==> config.mk <==
export PLATFORM = sky130hd
export DESIGN_NAME = display_controller_flat
export DESIGN_NICKNAME = d
export VERILOG_FILES = /design/src/rtl/display_pkg.sv /design/src/rtl/display_controller_if.sv /design/src/rtl/display_controller_seg7_decoder.sv /design/src/rtl/display_controller.sv /design/src/flat_wrapper.sv
export SDC_FILE = /design/constraint.sdc
export NUM_CORES = 1
export LEC_CHECK = 0
export CORE_MARGIN = 2
export CORE_UTILIZATION = 30
export DETAILED_ROUTE_END_ITERATION = 6
export PLACE_DENSITY_LB_ADDON = 0.25
export SLEW_MARGIN = 20
export SYNTH_ARGS = -nofsm -noshare
export SYNTH_HDL_FRONTEND = slang
export SYNTH_SLANG_ARGS = --single-unit
==> constraint.sdc <==
create_clock -name clk -period 1.9 [get_ports clk]
set_clock_uncertainty 0.05 [all_clocks]
set_input_delay 0.57 -clock clk [delete_from_list [all_inputs] [get_ports clk]]
set_output_delay 0.57 -clock clk [all_outputs]
set_load 0.005 [all_outputs]
==> src/rtl/display_pkg.sv <==
// display_pkg: shared 7-segment constants (active-low encoding).
// Segment bit order: bit0=a .. bit6=g.
package display_pkg;

  localparam int SEG_W = 7;

  localparam logic [SEG_W-1:0] SEG_BLANK = 7'h7F;

  // Indexed by hex digit; entry 0 is the rightmost group.
  localparam logic [15:0][SEG_W-1:0] SEG_LUT = {
    7'b0001110,  // F
    7'b0000110,  // E
    7'b0100001,  // d
    7'b1000110,  // C
    7'b0000011,  // b
    7'b0001000,  // A
    7'b0010000,  // 9
    7'b0000000,  // 8
    7'b1111000,  // 7
    7'b0000010,  // 6
    7'b0010010,  // 5
    7'b0011001,  // 4
    7'b0110000,  // 3
    7'b0100100,  // 2
    7'b1111001,  // 1
    7'b1000000   // 0
  };

endpackage

==> src/rtl/display_controller_if.sv <==
// display_if: digit producer -> display controller bundle.
// DispVal: hex digit; updated: capture strobe (rising edge pushes).
interface display_if;

  logic [3:0] DispVal;
  logic       updated;

  modport master (
    output DispVal,
    output updated
  );

  modport slave (
    input DispVal,
    input updated
  );

endinterface

==> src/rtl/display_controller_seg7_decoder.sv <==
// seg7_decoder: combinational hex digit -> 7-segment pattern.
// Ports: digit_i (4b) in, seg_o (7b) out; polarity set by ACTIVE_LOW.
module seg7_decoder
  import display_pkg::*;
#(
  parameter bit ACTIVE_LOW = 1'b1
) (
  input  logic [3:0]       digit_i,
  output logic [SEG_W-1:0] seg_o
);

  // Every 4-bit index hits a table entry, so no default path exists.
  always_comb begin
    seg_o = SEG_LUT[digit_i];
    if (!ACTIVE_LOW) seg_o = ~SEG_LUT[digit_i];
  end

endmodule

==> src/rtl/display_controller.sv <==
// display_controller: current-digit segments plus a DIGITS-deep history.
// Ports: clk, rst (sync, high), disp (DispVal/updated), segOut, out_seg.
module display_controller
  import display_pkg::*;
#(
  parameter int DIGITS     = 4,
  parameter bit ACTIVE_LOW = 1'b1
) (
  input  logic                  clk,
  input  logic                  rst,
  display_if.slave              disp,
  output logic [SEG_W-1:0]      segOut,
  output logic [SEG_W*DIGITS-1:0] out_seg
);

  localparam int HW = SEG_W * DIGITS;

  localparam logic [SEG_W-1:0] SEG_OFF =
    ACTIVE_LOW ? SEG_BLANK : ~SEG_BLANK;

  logic [SEG_W-1:0] dec;
  logic             upd_q, upd_d;
  logic [SEG_W-1:0] seg_q, seg_d;
  logic [HW-1:0]    hist_q, hist_d;
  logic [HW-1:0]    shifted;
  logic             push;

  seg7_decoder #(
    .ACTIVE_LOW (ACTIVE_LOW)
  ) u_dec (
    .digit_i (disp.DispVal),
    .seg_o   (dec)
  );

  // upd_q resets high so a strobe already high at reset release
  // is not mistaken for a fresh edge.
  assign push = disp.updated & ~upd_q;

  generate
    if (DIGITS > 1) begin : g_multi
      assign shifted = {hist_q[HW-SEG_W-1:0], dec};
    end else begin : g_single
      assign shifted = dec;
    end
  endgenerate

  always_comb begin
    upd_d  = disp.updated;
    seg_d  = dec;
    hist_d = hist_q;
    if (push) hist_d = shifted;
  end

  always_ff @(posedge clk) begin
    if (rst) begin
      upd_q  <= 1'b1;
      seg_q  <= SEG_OFF;
      hist_q <= {DIGITS{SEG_OFF}};
    end else begin
      upd_q  <= upd_d;
      seg_q  <= seg_d;
      hist_q <= hist_d;
    end
  end

  assign segOut  = seg_q;
  assign out_seg = hist_q;

endmodule

==> src/flat_wrapper.sv <==
// flat-port wrapper written by rule: the top's interface ports become plain ports
module display_controller_flat import display_pkg::*;
#(
  parameter int DIGITS     = 4,
  parameter bit ACTIVE_LOW = 1'b1
)
  (clk, rst, segOut, out_seg, disp_DispVal, disp_updated);
  display_if disp_i ();
  input  logic clk;
  input  logic rst;
  output logic [SEG_W-1:0] segOut;
  output logic [SEG_W*DIGITS-1:0] out_seg;
  input wire logic [$bits(disp_i.DispVal)-1:0] disp_DispVal;
  input wire logic [$bits(disp_i.updated)-1:0] disp_updated;
  assign disp_i.DispVal = disp_DispVal;
  assign disp_i.updated = disp_updated;
  display_controller #(.DIGITS(DIGITS), .ACTIVE_LOW(ACTIVE_LOW)) u_core (.clk(clk), .rst(rst), .disp(disp_i), .segOut(segOut), .out_seg(out_seg));
endmodule
==> run summary <==
=======================================================================================
Status ...................................................................    completed
Number of cells traversed by the worst register-to-register path .........            3
Hold bufs inserted after CTS .............................................            0
I/O Pins .................................................................           42
Most common library cell in the layout ignoring fill and taps ............      nand2_1
Max IR drop VDD ..........................................................    0.2966 mV
Post-route minimum period ................................................      1786 ps
Count of antenna-violating nets left after detailed routing ..............            0
Utilization after layout .................................................       0.4588
Combinational fraction of design power ...................................        0.157
Number of cells on the critical path .....................................            1
Clock Sinks ..............................................................           36
Clock network latency to the later pin of the worst-skew pair ............       280 ps
Core Box Area ............................................................     4786 µm²
Number of max-cap violations .............................................            0
Max Clk Rate .............................................................   0.5600 GHz
Final-layout setup total negative slack ..................................         0 ps
Leakage ..................................................................    0.9813 nW
Highest fanout seen on the critical path .................................            3
Net count of the mapped netlist ..........................................          182
DRC violations left ......................................................            0
TritonCTS clock tree .....................................................        built
Worst setup endpoint .....................................................   out_seg[3]
Placed Cells incl. Taps ..................................................          285
Post-Synthesis Cell Area .................................................     1499 µm²
Clock-pin slew on the worst setup and hold paths .........................        70 ps
Number of violations reported at the end of detailed-routing iteration 0 .           55
Launch point of the worst path ........................................... u_core.out_seg[3]$_SDFFE_PP1P_
Overflow left after global routing .......................................            0
Final estimated routing congestion in global placement ...................       0.8305
Number of antenna violations at the first check in global routing ........            0
CP cell instances ........................................................ clkdlybuf4s50_1
Fraction of power consumed by sequential logic ...........................        0.508
Number of pins exceeding their max-slew limit in the final report ........            0
Category of the worst setup path launch point ............................         flop
Tightest slew margin relative to the limit ...............................       0.8454
Bufs and invs on worst path ..............................................            1
Switching power ..........................................................     369.8 µW
Antenna cells ............................................................            0
Met3 GRT Util ............................................................      0.04284
Post-layout nets .........................................................          239
Total vias in the final route ............................................         1265
Flop and latch count out of synthesis ....................................           36
Maximum number of buffers from clock root to sink ........................            2
Die width ................................................................     74.69 µm
Met2 usage in global routing .............................................       0.1957
Count of port buffers added during placement .............................           41
Count of mapped cells out of synthesis ...................................          168
Total power after layout .................................................     1.621 mW
CP Capture Type ..........................................................   output pin
Post-place instance area .................................................     2108 µm²
Commonest non-fill, non-tap cells in the layout .......................... 46 x nand2_1, 39 x clkdlybuf4s50_1, 36 x dfxtp_1
First-pass GRT wire length ...............................................     5.175 mm
Layout overhead on the synthesized area ..................................       46.49%
Worst Hold Slack .........................................................     412.7 ps
Setup slack after placement ..............................................    -409.4 ps
Post-route clock period utilization ......................................       0.9399
Area occupied by registers ...............................................    720.7 µm²
Fin area .................................................................     2196 µm²
Arrival time at the worst endpoint .......................................      1170 ps
Area occupied by multi-input gates .......................................    704.4 µm²
Warnings from Yosys ......................................................            0
Register-to-register setup slack .........................................       820 ps
Std cell rows ............................................................           25
Power share of the clock group ...........................................        0.334
Final wirelength .........................................................     3.102 mm
Number of fill cells in the layout .......................................          492
Cell with the largest stage delay on the worst path ...................... clkdlybuf4s50_1
Final routed wire length divided by cell count ...........................     10.59 µm
Drt via density ..........................................................        4.317
Portion of the post-synthesis area used by sequential elements ...........       0.4808
Worst R2R Start .......................................................... u_core.upd_q$_SDFF_PP1_
Overall fraction of global-route tracks in use ...........................       0.1228
Final Hold Violating Endpoints ...........................................            0
Number of setup violations in the final report ...........................            0
Maximum cell stage delay along the critical path .........................       530 ps
Die H ....................................................................     74.69 µm
Type of the worst setup path .............................................   reg -> out
Reg2reg end .............................................................. u_core.out_seg[3]$_SDFFE_PP1P_
Worst-Margin Slew ........................................................     229.5 ps
Met1 demand-to-capacity share in global routing ..........................       0.1531
Min setup slack post-route ...............................................     114.2 ps
Maximum number of pins on one net before global-route repair .............           15
Syn_area_per_cell ........................................................    8.922 µm²
Power density over cell area ............................................. 738.2 nW/µm²
Depth of the CTS H-tree ..................................................            2
Share of total power consumed by net switching ...........................       0.2281
Root buffer cell .........................................................     clkbuf_8
Worst EP required ........................................................      1280 ps
GRT busiest layer ........................................................         met2
Unique cell type count in the Yosys netlist ..............................           30
Initial Util .............................................................       0.3132
Setup repair after global routing missed its margin ......................           no
Total internal power .....................................................     1.251 mW
DIE AREA .................................................................     5578 µm²
Crit path max-delay family ............................................... buffers and inverters
Worst min-delay path category ............................................   reg -> reg
Number of buffers added by the clock tree synthesis step .................            5
Half-perimeter wire length after placement ...............................     2.433 mm
First drt pass iteration count ...........................................            4
Number of non-filler instances in the completed layout ...................          293
Proportion of layout cells with a drive suffix above 1 ...................       0.1549
Number of global-route vias before repair ................................         1164
=======================================================================================
cells by family (layout without fill, tap and decap cells):
logic type                 count (synthesis)  after routing  synth area share
AOI/OAI and AO/OA                         14             14           0.05926
and+or+nand+nor                           91             91            0.3147
buffers and inverters                     16             74           0.05092
adders and majority gates                  7              7           0.05843
muxes                                      4              4           0.03589
DFF                                       36             36            0.4808
repair_timing:
action,4_1_cts,5_1_grt
buffers inserted,0,0
hold endpoints to repair,0,0
gates resized for setup,4,0
setup endpoints to repair,2,0
power groups by stage:
stage | Combinational, mW | Sequential (mW) | Clock (mW)
5_1_grt | 0.286 | 0.829 | 0.602
2_1_floorplan | 0.111 | 0.842 | 0
3_5_place_dp | 0.260 | 0.842 | 0
6_report | 0.255 | 0.824 | 0.542
3_3_place_gp | 0.258 | 0.842 | 0
4_1_cts | 0.260 | 0.825 | 0.570
state kept, by name, summed over array words and instances, names as in the netlist:
name            flops
u_core.out_seg     28
u_core.upd_q        1
u_core.segOut       7
Yosys cell counts, drive strengths merged:
library cell	instances	area, µm²
a21bo	1	10.01
a21oi	3	15.01
a2bb2oi	1	8.760
a31oi	4	25.02
and2	2	12.52
and2b	1	7.510
buf	6	38.79
clkbuf	7	26.28
dfxtp	36	720.7
ha	7	87.58
inv	3	11.26
mux2	1	11.26
mux2i	2	20.02
mux4	1	22.52
nand2	46	172.7
nand2b	3	18.77
nand3	1	5.000
nand3b	25	187.7
nor2	3	11.26
nor2b	2	12.51
nor3	5	25.02
o211ai	1	7.510
o21ai	3	15.01
o21bai	1	7.510
or2	2	12.52
or3	1	6.260
layout make-up:
cell class,instances,share of cell area
flip-flops and latches,36,0.3282
multi-input cells,116,0.3208
repair buffers,63,0.2667
clock buffers,8,0.04103
well taps,67,0.03818
inverters,3,0.005128
per-layer routing:
metal,up-vias,part of all wire
met5,-,0
met4,0,0.014
met3,4,0.054
met2,29,0.47
met1,567,0.46
li1,665,-
worst min path at each step:
stage | from | endpoint | slack, ps | cells after the start
floorplan | u_core.out_seg[21]$_SDFFE_PP1P_ | u_core.out_seg[21]$_SDFFE_PP1P_ | 410 | 2
global placement | u_core.out_seg[21]$_SDFFE_PP1P_ | u_core.out_seg[21]$_SDFFE_PP1P_ | 400 | 2
detailed placement | u_core.out_seg[21]$_SDFFE_PP1P_ | u_core.out_seg[21]$_SDFFE_PP1P_ | 400 | 2
CTS | u_core.out_seg[21]$_SDFFE_PP1P_ | u_core.out_seg[21]$_SDFFE_PP1P_ | 420 | 2
global route | u_core.out_seg[26]$_SDFFE_PP1P_ | u_core.out_seg[26]$_SDFFE_PP1P_ | 450 | 2
finish | u_core.out_seg[21]$_SDFFE_PP1P_ | u_core.out_seg[21]$_SDFFE_PP1P_ | 410 | 2
No activity file was read; power rests on OpenSTA's default activity.
